===== src/rtl/tpu_pkg.sv =====
// rtl/tpu_pkg.sv - shared types and saturating add for the systolic MAC row
package tpu_pkg;

  typedef enum logic [1:0] {
    IDLE  = 2'd0,
    LOAD  = 2'd1,
    DRAIN = 2'd2
  } state_e;

  localparam int SAT_W = 64;

  // Operands arrive sign-extended to SAT_W; the result is {overflow, value}.
  // With wrap the caller keeps only the low bits_c bits, which is the truncated sum.
  function automatic logic [SAT_W:0] sat_add(
    input logic signed [SAT_W-1:0] acc,
    input logic signed [SAT_W-1:0] prod,
    input int                      bits_c,
    input bit                      saturate
  );
    logic signed [SAT_W-1:0] sum;
    logic signed [SAT_W-1:0] maxv;
    logic signed [SAT_W-1:0] minv;
    logic                    o;
    logic signed [SAT_W-1:0] r;
    sum  = acc + prod;
    maxv = (64'sd1 <<< (bits_c - 1)) - 64'sd1;
    minv = -maxv - 64'sd1;
    o    = 1'b0;
    r    = sum;
    if (sum > maxv) begin
      o = 1'b1;
      if (saturate) r = maxv;
    end else if (sum < minv) begin
      o = 1'b1;
      if (saturate) r = minv;
    end
    return {o, r};
  endfunction

endpackage


===== src/rtl/tpumac_pe.sv =====
// rtl/tpumac_pe.sv - one output-stationary MAC processing element with shift-chain accumulator
import tpu_pkg::*;

module tpumac_pe #(
  parameter int BITS_AB  = 8,
  parameter int BITS_C   = 16,
  parameter int SATURATE = 1
) (
  input  logic               clk,
  input  logic               rst_n,
  input  logic               en,
  input  logic [BITS_AB-1:0] a,
  input  logic               a_valid,
  input  logic [BITS_AB-1:0] b,
  input  logic               b_valid,
  input  logic               mac_en,
  input  logic               clr,
  input  logic               shift,
  input  logic [BITS_C-1:0]  shift_in,
  output logic [BITS_AB-1:0] a_reg,
  output logic               a_valid_reg,
  output logic [BITS_AB-1:0] b_reg,
  output logic               b_valid_reg,
  output logic [BITS_C-1:0]  acc,
  output logic               ovf_evt
);

  logic signed [BITS_AB-1:0]   a_s;
  logic signed [BITS_AB-1:0]   b_s;
  logic signed [2*BITS_AB-1:0] prod;
  logic [BITS_C-1:0]           base;
  logic [SAT_W-1:0]            base_x;
  logic [SAT_W-1:0]            prod_x;
  logic [SAT_W:0]              res;
  logic                        fire;
  logic                        unused_hi;

  assign a_s    = a;
  assign b_s    = b;
  assign prod   = a_s * b_s;
  assign fire   = en & mac_en & a_valid & b_valid;
  // clr folds into the add so a same-cycle fire lands its bare product
  assign base   = clr ? '0 : acc;
  assign base_x = {{(SAT_W-BITS_C){base[BITS_C-1]}}, base};
  assign prod_x = {{(SAT_W-2*BITS_AB){prod[2*BITS_AB-1]}}, prod};
  assign res    = sat_add(base_x, prod_x, BITS_C, SATURATE != 0);
  assign ovf_evt   = fire & res[SAT_W];
  assign unused_hi = ^res[SAT_W-1:BITS_C];

  always_ff @(posedge clk or negedge rst_n) begin
    if (!rst_n) begin
      a_reg       <= '0;
      a_valid_reg <= 1'b0;
      b_reg       <= '0;
      b_valid_reg <= 1'b0;
      acc         <= '0;
    end else if (en) begin
      a_reg       <= a;
      a_valid_reg <= a_valid;
      b_reg       <= b;
      b_valid_reg <= b_valid;
      if (shift)
        acc <= shift_in;
      else if (fire)
        acc <= res[BITS_C-1:0];
      else if (mac_en && clr)
        acc <= '0;
    end
  end

endmodule


===== src/rtl/tpumac_row.sv =====
// rtl/tpumac_row.sv - systolic row of N MAC PEs with load/drain accumulator shift chain
import tpu_pkg::*;

module tpumac_row #(
  parameter int N        = 4,
  parameter int BITS_AB  = 8,
  parameter int BITS_C   = 16,
  parameter int SATURATE = 1
) (
  input  logic                 clk,
  input  logic                 rst_n,
  input  logic                 en,
  input  logic [BITS_AB-1:0]   a_in,
  input  logic                 a_valid_in,
  output logic [BITS_AB-1:0]   a_out,
  output logic                 a_valid_out,
  input  logic [N*BITS_AB-1:0] b_in,
  input  logic [N-1:0]         b_valid_in,
  output logic [N*BITS_AB-1:0] b_out,
  output logic [N-1:0]         b_valid_out,
  input  logic                 clr,
  input  logic                 load_start,
  input  logic [BITS_C-1:0]    c_in,
  input  logic                 drain_start,
  output logic [BITS_C-1:0]    c_out,
  output logic                 c_out_valid,
  output logic                 drain_done,
  output logic                 busy,
  output logic                 ovf
);

  localparam int CW = $clog2(N);

  logic [N:0][BITS_AB-1:0] a_pe;
  logic [N:0]              a_v;
  logic [N:0][BITS_C-1:0]  acc_chain;
  logic [N-1:0]            ovf_vec;
  state_e                  state;
  logic [CW-1:0]           cnt;
  logic                    start;
  logic                    mac_en;
  logic                    shift;
  logic                    last;

  // A start cycle is still IDLE but must neither accumulate nor shift
  assign start  = (state == IDLE) && (load_start || drain_start);
  assign mac_en = (state == IDLE) && !start;
  assign shift  = (state != IDLE);
  assign last   = (cnt == CW'(N - 1));
  assign busy   = (state != IDLE);

  assign a_pe[0]      = a_in;
  assign a_v[0]       = a_valid_in;
  assign a_out        = a_pe[N];
  assign a_valid_out  = a_v[N];
  assign acc_chain[0] = (state == LOAD) ? c_in : '0;

  for (genvar j = 0; j < N; j++) begin : g_pe
    tpumac_pe #(
      .BITS_AB (BITS_AB),
      .BITS_C  (BITS_C),
      .SATURATE(SATURATE)
    ) u_pe (
      .clk        (clk),
      .rst_n      (rst_n),
      .en         (en),
      .a          (a_pe[j]),
      .a_valid    (a_v[j]),
      .b          (b_in[j*BITS_AB +: BITS_AB]),
      .b_valid    (b_valid_in[j]),
      .mac_en     (mac_en),
      .clr        (clr),
      .shift      (shift),
      .shift_in   (acc_chain[j]),
      .a_reg      (a_pe[j+1]),
      .a_valid_reg(a_v[j+1]),
      .b_reg      (b_out[j*BITS_AB +: BITS_AB]),
      .b_valid_reg(b_valid_out[j]),
      .acc        (acc_chain[j+1]),
      .ovf_evt    (ovf_vec[j])
    );
  end

  always_ff @(posedge clk or negedge rst_n) begin
    if (!rst_n) begin
      state       <= IDLE;
      cnt         <= '0;
      c_out       <= '0;
      c_out_valid <= 1'b0;
      drain_done  <= 1'b0;
      ovf         <= 1'b0;
    end else if (en) begin
      c_out_valid <= 1'b0;
      drain_done  <= 1'b0;
      case (state)
        IDLE: begin
          cnt <= '0;
          if (drain_start)
            state <= DRAIN;
          else if (load_start)
            state <= LOAD;
          if (mac_en) begin
            if (clr)
              ovf <= |ovf_vec;
            else if (|ovf_vec)
              ovf <= 1'b1;
          end
        end
        LOAD: begin
          cnt <= cnt + 1'b1;
          if (last) begin
            state <= IDLE;
            cnt   <= '0;
          end
        end
        DRAIN: begin
          c_out       <= acc_chain[N];
          c_out_valid <= 1'b1;
          drain_done  <= last;
          cnt         <= cnt + 1'b1;
          if (last) begin
            state <= IDLE;
            cnt   <= '0;
          end
        end
        default: state <= IDLE;
      endcase
    end
  end

endmodule


===== config.mk =====
export PLATFORM = sky130hd
export DESIGN_NAME = tpumac_row
export DESIGN_NICKNAME = d
export VERILOG_FILES = /design/src/rtl/tpu_pkg.sv /design/src/rtl/tpumac_pe.sv /design/src/rtl/tpumac_row.sv
export SDC_FILE = /design/constraint.sdc
export NUM_CORES = 1
export LEC_CHECK = 0
export ABC_AREA = 1
export BUFFER_PORTS_ARGS = -buffer_cell sky130_fd_sc_hd__buf_2
export CORE_MARGIN = 1.5
export CORE_UTILIZATION = 60
export DETAILED_ROUTE_END_ITERATION = 8
export PLACE_DENSITY = 0.79
export SYNTH_ARGS = -nofsm -noshare
export SYNTH_HDL_FRONTEND = slang
export SYNTH_SLANG_ARGS = --single-unit

===== constraint.sdc =====
create_clock -name clk -period 10.4 [get_ports clk]
set_input_delay 2.08 -clock clk [delete_from_list [all_inputs] [get_ports clk]]
set_output_delay 2.08 -clock clk [all_outputs]
set_load 0.01 [all_outputs]

After elaboration in Yosys (flattened, before gate mapping)

Cells that the tools add are included.

Bits of input ports: 67
Logic and storage cells: 124
Output and inout port bits: 65
Bits in registers: 159

Order comparisons: 8
Multipliers: 4
Add/sub/neg operators: 5
Reduce and logical (&&, ||, !) cells: 23
Bitwise logic cells: 13
Muxes and demuxes: 40
Eq/ne operators: 5

Operators with widths:

| kind                                                         | count |
|---|---|
| 2-to-1 mux 16 bit                                            | 22 |
| adder 16 x 16 -> 17 bit                                      | 4 |
| > comparator 17 x 16 -> 1 bit, second input constant         | 4 |
| less-than comparator 17 x 16 -> 1 bit, second input constant | 4 |
| multiplier 8 x 8 -> 16 bit                                   | 4 |
| AND 1 bit                                                    | 13 |
| 2-to-1 mux 1 bit                                             | 12 |
| AND reduction 2 bit                                          | 6 |
| nonzero test 3 bit                                           | 4 |
| 2-to-1 mux 2 bit                                             | 4 |
| case mux 2 bit (2 select lines)                              | 2 |
| nonzero test 2 bit                                           | 3 |
| == test 2 bit, second input constant                         | 2 |
| AND reduction 4 bit                                          | 1 |
| OR reduction 4 bit                                           | 1 |
| logical AND 1 bit                                            | 3 |
| != test 3 bit, second input constant                         | 1 |
| AND reduction 3 bit                                          | 1 |
| adder 2 x 1 -> 2 bit, second input constant                  | 1 |
| == test 2 x 1 -> 1 bit, second input constant                | 1 |
| logical NOT 2 bit                                            | 1 |
| != test 2 x 1 -> 1 bit, second input constant                | 1 |
| OR reduction 2 bit                                           | 1 |
| logical NOT 1 bit                                            | 1 |
| logical OR 1 bit                                             | 1 |

Longest topological paths before layout

Gate-level depths: netlist of the first run.

Depth in word-level cells: 11
Mapped depth: 28
Depth with buffers taken out: 26

Modules after synthesis

From an unflattened synthesis of the first run, not the netlist that was laid out.

Cell total of the unflattened synthesis: 2636
Area, all modules: 21380.5 µm²

By module, submodules not included:

| module                    | cells each | times used | seq. area each (µm²) | area each (µm²) |
|---|---|---|---|---|
| tpumac_pe at g_pe[1].u_pe | 630        | 1          | 850.8                | 5133.7 |
| tpumac_pe at g_pe[3].u_pe | 629        | 1          | 850.8                | 5098.6 |
| tpumac_pe at g_pe[2].u_pe | 630        | 1          | 850.8                | 5038.6 |
| tpumac_pe at g_pe[0].u_pe | 594        | 1          | 850.8                | 4894.7 |
| tpumac_row                | 153        | 1          | 575.6                | 1214.9 |

Worst setup path before layout of the first run

OpenSTA, ideal clock, no wires.

Path type: input to register
Start: input port clr
End: register g_pe[3].u_pe.acc[1]
Cell stages on the path: 24
Buffers on the path: 3
Path slack: 3.334 ns
Arrival time: 6.988 ns
Library setup time: 0.077 ns
Data required time: 10.323 ns
Cells stage by stage: clkbuf_1 inv_2 buf_1 nand2_1 fa_1 inv_1 fa_1 inv_1 fa_1 inv_1 fa_1 fa_1 ha_1 nand2_1 o21ai_0 nand2_1 nand3_1 nand3_1 nand2_1 nor2_1 nor2_2 buf_4 nand2_1 a21oi_1

Word-level cells in the longest chain between the ends: 7
Elaborated cells between the ends (all ways): 11
Classes of those cells: add/sub (1); order compare (2); mux (5); reduce/logical (3)

RTL lines:

| element                               | RTL line         | source |
|---|---|---|
| from (decl)                           | tpumac_row.sv:21 | `input logic clr,` |
| 2-to-1 mux 16 bit                     | tpumac_pe.sv:43  | `assign base = clr ? '0 : acc;` |
| adder 16 x 16 -> 17 bit               | tpu_pkg.sv:25    | `sum = acc + prod;` |
| less-than comparator 17 x 16 -> 1 bit | tpu_pkg.sv:33    | `end else if (sum < minv) begin` |
| 2-to-1 mux 16 bit                     | tpu_pkg.sv:33    |  |
| 2-to-1 mux 16 bit                     | tpu_pkg.sv:30    | `if (sum > maxv) begin` |
| 2-to-1 mux 16 bit                     | tpumac_pe.sv:64  | `else if (fire)` |
| 2-to-1 mux 16 bit                     | tpumac_pe.sv:62  | `if (shift)` |
| to (signal assigned)                  | tpumac_pe.sv:63  | `acc <= shift_in;` |
| to (signal assigned)                  | tpumac_pe.sv:65  | `acc <= res[BITS_C-1:0];` |
| to (decl)                             | tpumac_pe.sv:24  | `output logic [BITS_C-1:0] acc,` |

Several ways; a longest one is shown, not always the timed one.
A chain may end at the register's enable or synchronous reset.

Worst setup path after layout of the first run

Ends and elaborated chain as after synthesis.

==> impl_metrics.json, run 1 <==
{
  "status": "completed",
  "path_class": "in2reg",
  "synth-edff-count": 0,
  "cts_hold_buffers": 0,
  "drive_gt1_share_pct": 7.32,
  "cts_tree": "yes",
  "cp_slowest_cell": "inv_2",
  "fmax_ghz": 0.129,
  "yosys_warnings": 0,
  "yosysSeqAreaShare_pct": 19.4,
  "fp.dieArea_um2": 35200,
  "cts_resized": 0,
  "drt_iter0_drc": 1111,
  "timing.final.max_slew_violations": 0,
  "async_reset_ff_share_pct": 100,
  "grt_max_degree": 91,
  "synth_top_area_share_pct": 29.7,
  "clockBufferDepth": 2,
  "routed_via_density": 5.32,
  "rsz0062_at_grt": "false",
  "yosysTopAreaCell": "fa_1",
  "dr.pass1.iters": 6,
  "antenna_found_initial": 2,
  "cp.depth": 22,
  "period_share_pct": 74.8,
  "grt_pass1_wl_um": 85700,
  "area_delta_synth_final_pct": 6.77,
  "insertion_delay_ns": 0.45,
  "wire_per_inst_um": 16.2,
  "cts_buffers": 17,
  "syn-num-nets": 3145,
  "crit_family": "adder cells",
  "cap_violations": 0,
  "fp.coreArea_um2": 33500,
  "yosys-top-cells-count": "nand2_1, inv_1, fa_1",
  "drcViolationCount": 0,
  "tns_ns": 0,
  "portBuffers": 131,
  "row_count": 67,
  "cts-htree-levels": 4,
  "post-route-min-period_ns": 7.77,
  "endpoint_kind": "flop",
  "yosysMostFrequentCell": "nand2_1",
  "hpwl_um": 40500,
  "slew_headroom_pct": 29.0,
  "ios": 132,
  "crit_path_max_fanout": 38,
  "path_buf_inv": 5,
  "synth.distinct_cells": 37,
  "clock_sinks": 159,
  "nNetsFinal": 3184,
  "antenna_left": 0,
  "cp.arrival_ns": 8.15,
  "die_w_um": 188,
  "syn_area_per_cell_um2": 7.83,
  "min_from": "g_pe[2].u_pe.b_reg[6]$_DFFE_PN0P_",
  "synthTopCellsByArea": "fa_1, dfrtp_1, nand2_1",
  "place_congestion": 0.911,
  "largest_reg_flops": 64,
  "first_global_vias": 17631,
  "vias": 16558,
  "gr-total-overflow": 0,
  "crit_required_ns": 10.77,
  "synth_seq_cells": 159,
  "cp_cell_sequence": "buf_2, inv_2, nand2_1, fa_1, inv_1, fa_1, inv_1, fa_1, inv_1, fa_1, fa_1, ha_1, nand2_1, o21ai_0, nand2_1, nand3_1, nand3_1, nand2_1, nor2_1, nor2_2, nand2_1, a21oi_1",
  "worst_path_largest_cell_delay_ns": 0.61,
  "hold_viol": 0,
  "crit_start": "clr",
  "clk_pin_slew_ns": 0.07,
  "worst_slew_pin_slew_ns": 1.06,
  "fp.dieH_um": 188,
  "reg2regPathDepth": 20,
  "setup_viol": 0,
  "startpoint_type": "input port",
  "hp-class": "reg2reg",
  "cts-root-buf": "clkbuf_16",
  "fin_skew_ns": 0.0133,
  "synthesis.area_um2": 20500,
  "syn_inst": 2613,
  "cts_setup_buffers": 0,
  "track_usage_pct": 30.6,
  "synthFlopType": "dfrtp_1",
  "hold_depth": 2,
  "initial_core_util_pct": 61.0,
  "drt_wl_total_um": 50500,
  "r2r-start": "g_pe[2].u_pe.a_reg[5]$_DFFE_PN0P_"
}
through the flow:
stage / area [um2] / hold slack, ns / util, % / setup slack (ns) / cells
after floorplan: 20500 / 0.443 / - / 3.33 / 2613
final: 21900 / 0.464 / 65.2 / 2.63 / 3115
after CTS: 21800 / 0.470 / 65.2 / 2.66 / 3113
after global placement: 21200 / 0.448 / 63.2 / 2.55 / 3081
after global routing: 21900 / 0.495 / 65.2 / 2.15 / 3114
after detailed placement: 21200 / 0.454 / 63.2 / 2.31 / 3081
worst register-to-register path: stages (launching register included):
cell     delay [ns]
dfrtp_1        0.59
nand2_1        0.19
fa_1           0.53
inv_1          0.06
fa_1           0.51
inv_1          0.06
fa_1           0.53
inv_1          0.05
fa_1           0.38
fa_1           0.47
ha_1           0.38
nand2_1        0.06
o21ai_0        0.42
nand2_1        0.11
nand3_1        0.11
nand3_1        0.12
nand2_1        0.15
nor2_1         0.07
nor2_2         0.46
nand2_1        0.12
a21oi_1        0.15
worst paths after layout:
kind | endpoint | slack (ns)
max | g_pe[3].u_pe.acc[1]$_DFFE_PN0P_ | 2.63
max reg2reg | g_pe[3].u_pe.acc[1]$_DFFE_PN0P_ | 4.77
min in group asynchronous | g_pe[0].u_pe.b_reg[5]$_DFFE_PN0P_ | 1.72
max in group asynchronous | g_pe[2].u_pe.b_reg[5]$_DFFE_PN0P_ | 7.22
min reg2reg | g_pe[2].u_pe.b_reg[6]$_DFFE_PN0P_ | 0.46
min | g_pe[2].u_pe.b_reg[6]$_DFFE_PN0P_ | 0.46
final cells by class:
type	count	area (um2)
clock buffers	18	439
multi-input cells	1760	13800
well taps	448	561
clock inverters	14	215
fillers	2820	11700
diodes	2	5.00
repair buffers	135	692
flip-flops and latches	159	3980
inverters	579	2170
cell families (layout without fill, tap and decap cells):
group	after synthesis	count (layout)	synth area share (%)
compound gates	225	225	5.73
buf+inv	694	746	13.2
flops	159	159	19.4
xor+xnor	51	51	2.18
other cells	0	2	0
simple gates	1013	1013	19.6
fa+ha+maj	465	465	39.6
mux	6	6	0.330
layout by cell type, fill, tap and decap left out, types with 3 or more instances in the layout:
cell type	instances
a21oi_1	147
buf_2	130
buf_4	4
bufinv_16	4
clkbuf_16	17
clkinv_1	5
dfrtp_1	159
fa_1	304
ha_1	161
inv_1	565
inv_2	9
inv_6	5
inv_8	3
mux2_2	6
nand2_1	710
nand3_1	69
nand4_1	10
nor2_1	207
nor2_2	3
nor2_4	3
nor3_4	3
o21ai_0	66
o21bai_1	3
xnor2_1	24
xor2_1	27
routing by layer:
metal / vias to the layer above / wire length [um] / GRT usage (%)
li1: 7780 / - / -
met1: 8016 / 19700 / 37.4
met2: 621 / 25100 / 53.2
met3: 141 / 3140 / 3.97
met4: 0 / 2490 / 15.5
met5: - / 0 / 0
Power of run 1 is left out: the tool's default activity adds up to more than one toggle a clock period on the data nets, which glitch-free logic cannot reach.
==> inputs of run 2 (changes only) <==
Clock period 10.4 ns to 8.02 ns, I/O delays scaled along.
==> run 2 against run 1 <==
  * Die area unchanged
  * Utilization fell by 0.12 points
  * Non-clock buffer count grew 2
  * Register-to-register slack got worse by 2.4 ns
  * Setup slack got worse by 1.3 ns
  * Sequential cell count unchanged
  * Critical path depth did not move
  * Largest cell class unchanged
  * Highest routed layer unchanged
==> impl_metrics.json, run 2 (same netlist as run 1, synthesis figures left out) <==
{
  "setup_viol": 0,
  "reg2regPathDepth": 21,
  "place_congestion": 0.959,
  "layout_commonest_cell": "nand2_1",
  "crit_start": "clr",
  "r2r_setup_slack_ns": 2.40,
  "r2r-end": "g_pe[3].u_pe.acc[2]$_DFFE_PN0P_",
  "drt_wl_total_um": 50400,
  "cts_setup_buffers": 0,
  "cap_violations": 0,
  "rsz0062_at_grt": "false",
  "routed_via_density": 5.30,
  "insertion_delay_ns": 0.46,
  "r2r-start": "g_pe[2].u_pe.a_reg[7]$_DFFE_PN0P_",
  "fp.coreArea_um2": 33500,
  "drcViolationCount": 0,
  "fp.dieH_um": 188,
  "cts_buffers": 17,
  "cts_hold_buffers": 0,
  "die_w_um": 188,
  "grt_pass1_wl_um": 86000,
  "path_class": "in2reg",
  "worst_slew_pin_slew_ns": 1.09,
  "clockBufferDepth": 2,
  "track_usage_pct": 30.6,
  "cp.arrival_ns": 7.11,
  "crit_path_max_fanout": 28,
  "status": "completed",
  "dp.cells": 3083,
  "fmax_ghz": 0.149,
  "cts-root-buf": "clkbuf_16",
  "hp-class": "reg2reg",
  "period_share_pct": 83.9,
  "placed_cell_area_um2": 21200,
  "cts-htree-levels": 4,
  "nNetsFinal": 3186,
  "area_delta_synth_final_pct": 6.57,
  "fp.dieArea_um2": 35200,
  "crit_end": "g_pe[3].u_pe.acc[2]$_DFFE_PN0P_",
  "fin_skew_ns": 0.0127,
  "largest_reg_flops": 64,
  "endpoint_kind": "flop",
  "row_count": 67,
  "final_area_um2": 21800,
  "dr.pass1.iters": 5,
  "tns_ns": 0,
  "drt_iter0_drc": 1174,
  "vias": 16529,
  "clk_pin_slew_ns": 0.07,
  "ios": 132,
  "gr-total-overflow": 0,
  "antenna_found_initial": 3,
  "antenna_left": 0,
  "post-route-min-period_ns": 6.73,
  "first_global_vias": 17723,
  "startpoint_type": "input port",
  "wire_per_inst_um": 16.2,
  "cts_resized": 0,
  "hpwl_um": 40800,
  "hold_viol": 0,
  "drive_gt1_share_pct": 7.35,
  "timing.final.max_slew_violations": 0,
  "cts_tree": "yes",
  "nFillCells": 2882,
  "initial_core_util_pct": 61.0,
  "crit_required_ns": 8.40,
  "final_cell_mix": "nand2_1, inv_1, fa_1",
  "slew_headroom_pct": 27.3,
  "clock_sinks": 159,
  "stdcell_count": 3118,
  "portBuffers": 131,
  "grt_max_degree": 86
}
-- run 2: cell types whose count changed in the layout (fill, tap and decap cells not counted), moves of 2 or more --
cell / change
clkinvlp_4: +2
clkinv_4: -2
bufinv_16: -2
buf_4: +2
-- run 2: worst min path at each step --
stage / end / cells past startpoint / start
final: g_pe[2].u_pe.b_reg[3]$_DFFE_PN0P_ / 2 / g_pe[2].u_pe.b_reg[3]$_DFFE_PN0P_
after global routing: g_pe[0].u_pe.b_reg[7]$_DFFE_PN0P_ / 2 / g_pe[0].u_pe.b_reg[7]$_DFFE_PN0P_
after CTS: g_pe[1].u_pe.b_reg[1]$_DFFE_PN0P_ / 2 / g_pe[1].u_pe.b_reg[1]$_DFFE_PN0P_
after detailed placement: g_pe[1].u_pe.b_reg[1]$_DFFE_PN0P_ / 2 / g_pe[1].u_pe.b_reg[1]$_DFFE_PN0P_
after global placement: g_pe[3].u_pe.b_reg[6]$_DFFE_PN0P_ / 2 / g_pe[3].u_pe.b_reg[6]$_DFFE_PN0P_
after floorplan: g_pe[0].u_pe.b_valid_reg$_DFFE_PN0P_ / 2 / g_pe[0].u_pe.b_valid_reg$_DFFE_PN0P_
-- run 2: metrics by stage --
stage	setup WS (ns)	hold slack, ns	util, %
floorplan	1.43	0.443	-
global route	0.849	0.491	65.0
global placement	1.09	0.449	63.3
detailed placement	0.896	0.454	63.3
CTS	1.31	0.471	65.0
finish	1.29	0.467	65.1
-- run 2: cell type report --
type,count,area (um2),area share (%)
multi-input cells,1760,13800,63.2
flip-flops and latches,159,3980,18.2
inverters,579,2170,9.96
repair buffers,137,707,3.24
well taps,448,561,2.57
clock buffers,18,429,1.97
clock inverters,14,166,0.763
diodes,3,7.51,0.0344
-- run 2: routing by layer --
layer  vias up  track usage, %  share of wire (%)
met3       147            3.91                5.5
met4         0            13.4                4.5
li1       7777               -                  -
met5         -               0                  0
met1      8049            38.3                 40
met2       556            53.2                 50
-- run 2: worst max-delay path, stage by stage --
cell     delay, ns
buf_2         0.11
inv_2         0.44
nand2_1       0.19
fa_1          0.58
inv_1         0.06
fa_1          0.50
inv_1         0.05
fa_1          0.53
inv_1         0.05
fa_1          0.38
fa_1          0.49
ha_1          0.38
nand2_1       0.06
o21ai_0       0.38
nand2_1       0.10
nand3_1       0.10
nand3_1       0.12
nand2_1       0.15
nor2_1        0.06
nor2_2        0.48
nand2_1       0.13
a21oi_1       0.16
Power of run 2 is left out for the same reason.
==> inputs of run 3 (changes only) <==
Settings changed: CORE_UTILIZATION 60 to 57.
Clock period 8.02 ns to 6.1 ns, I/O delays scaled along.
==> run 3 against run 2 <==
  * Final area increased by 1.5%
  * Via count is 0.93% higher
  * Critical path depth grew 4
  * Routed wire length is 1.8% higher
  * Utilization is 2.7 points lower
  * Final cell count grew 1.5%
  * Non-clock buffer count is 34 higher
  * Sequential share of layout area is 0.27 points lower
  * First-iteration DRC count fell by 4.3%
  * Critical endpoint is now g_pe[1].u_pe.acc[2]$_DFFE_PN0P_
  * Register-to-register slack got worse by 1.6 ns
  * Die area up 5.2%
==> impl_metrics.json, run 3 (same netlist as run 1, synthesis figures left out) <==
{
  "slew_headroom_pct": 23.1,
  "dr.pass1.iters": 6,
  "endpoint_kind": "flop",
  "clk_pin_slew_ns": 0.07,
  "antenna_found_initial": 5,
  "cts-htree-levels": 4,
  "timing.final.max_slew_violations": 0,
  "gr-total-overflow": 0,
  "crit_path_max_fanout": 21,
  "cts_setup_buffers": 0,
  "hp-class": "reg2reg",
  "antenna_left": 0,
  "fin_ws_ns": 0.419,
  "period_share_pct": 93.1,
  "first_global_vias": 17875,
  "place_ws_ns": -0.0634,
  "ios": 132,
  "fmax_ghz": 0.176,
  "die_w_um": 192,
  "fp.dieH_um": 192,
  "hpwl_um": 42400,
  "status": "completed",
  "post-route-min-period_ns": 5.68,
  "vias": 16683,
  "rsz0062_at_grt": "false",
  "fin_skew_ns": 0.0173,
  "worst_slew_pin_slew_ns": 1.15,
  "final_area_um2": 22100,
  "drcViolationCount": 0,
  "multi_input_area_um2": 13800,
  "fin_util_pct": 62.4,
  "initial_core_util_pct": 57.7,
  "cts_hold_buffers": 0,
  "nNetsFinal": 3220,
  "final_cell_mix": "nand2_1, inv_1, fa_1",
  "drt_wl_total_um": 51300,
  "layout_commonest_cell": "nand2_1",
  "clockBufferDepth": 2,
  "clock_sinks": 159,
  "cp.arrival_ns": 6.05,
  "hold_viol": 0,
  "cts_buffers": 17,
  "startpoint_type": "input port",
  "insertion_delay_ns": 0.45,
  "place_congestion": 0.959,
  "setup_viol": 0,
  "area_delta_synth_final_pct": 8.15,
  "drive_gt1_share_pct": 8.52,
  "grt_pass1_wl_um": 86600,
  "nFillCells": 3039,
  "fp.dieArea_um2": 37100,
  "crit_required_ns": 6.47,
  "placed_cell_area_um2": 21500,
  "drt_iter0_drc": 1124,
  "cap_violations": 0,
  "cts-root-buf": "clkbuf_16",
  "cts_tree": "yes",
  "track_usage_pct": 30.0,
  "cts_resized": 0,
  "portBuffers": 131,
  "grt_max_degree": 70,
  "path_class": "in2reg",
  "wire_per_inst_um": 16.2,
  "row_count": 69,
  "fp.coreArea_um2": 35500,
  "hold-worst-slack_ns": 0.468,
  "seq_area_um2": 3980,
  "largest_reg_flops": 64,
  "routed_via_density": 5.27
}
run 3: layout make-up:
cell class | count | area share (%)
clock inverters | 14 | 0.876
clock buffers | 17 | 1.92
inverters | 579 | 9.82
multi-input cells | 1760 | 62.3
repair buffers | 171 | 4.46
flip-flops and latches | 159 | 18.0
diodes | 4 | 0.0452
well taps | 461 | 2.61
run 3: critical path, stage by stage:
cell     delay [ns]
buf_2          0.13
inv_2          0.09
buf_12         0.17
nand2_1        0.09
fa_1           0.54
inv_1          0.05
fa_1           0.51
inv_1          0.07
fa_1           0.54
inv_1          0.05
fa_1           0.38
fa_1           0.48
ha_1           0.36
nand2_1        0.09
inv_1          0.05
nand2_1        0.05
nand3_1        0.09
nand2_1        0.10
inv_1          0.04
nor2_1         0.13
nand2_1        0.10
nand3_1        0.09
nand2_1        0.12
inv_2          0.24
nand2_1        0.08
a21oi_1        0.15
run 3: through the flow:
stage                     setup TNS, ns  std cells
after floorplan                       0       2613
after global placement                0       3130
after detailed placement        -0.0634       3130
after CTS                             0       3161
after global routing                  0       3163
final                                 0       3165
run 3: final timing paths:
check                                                   from                           endpoint  slack [ns]  cells after the start
setup / recovery                                         clr    g_pe[1].u_pe.acc[2]$_DFFE_PN0P_        0.42                     26
hold / removal             g_pe[1].u_pe.b_reg[4]$_DFFE_PN0P_  g_pe[1].u_pe.b_reg[4]$_DFFE_PN0P_        0.47                      2
setup reg to reg           g_pe[2].u_pe.a_reg[7]$_DFFE_PN0P_   g_pe[3].u_pe.acc[13]$_DFFE_PN0P_        0.80                     21
hold reg to reg            g_pe[1].u_pe.b_reg[4]$_DFFE_PN0P_  g_pe[1].u_pe.b_reg[4]$_DFFE_PN0P_        0.47                      2
max in group asynchronous                              rst_n              c_out[11]$_DFFE_PN0P_        4.06                      2
min in group asynchronous                              rst_n  g_pe[0].u_pe.b_reg[5]$_DFFE_PN0P_        0.71                      1
run 3: routing by layer:
| layer | routed length, um | GRT usage (%) | up-vias |
|---|---|---|---|
| met5 | 28 | 0 | - |
| met4 | 2180 | 13.5 | 4 |
| met3 | 3140 | 5.18 | 140 |
| met2 | 26000 | 53.0 | 550 |
| met1 | 19900 | 35.5 | 8136 |
| li1 | - | - | 7853 |
Power of run 3 is left out for the same reason.
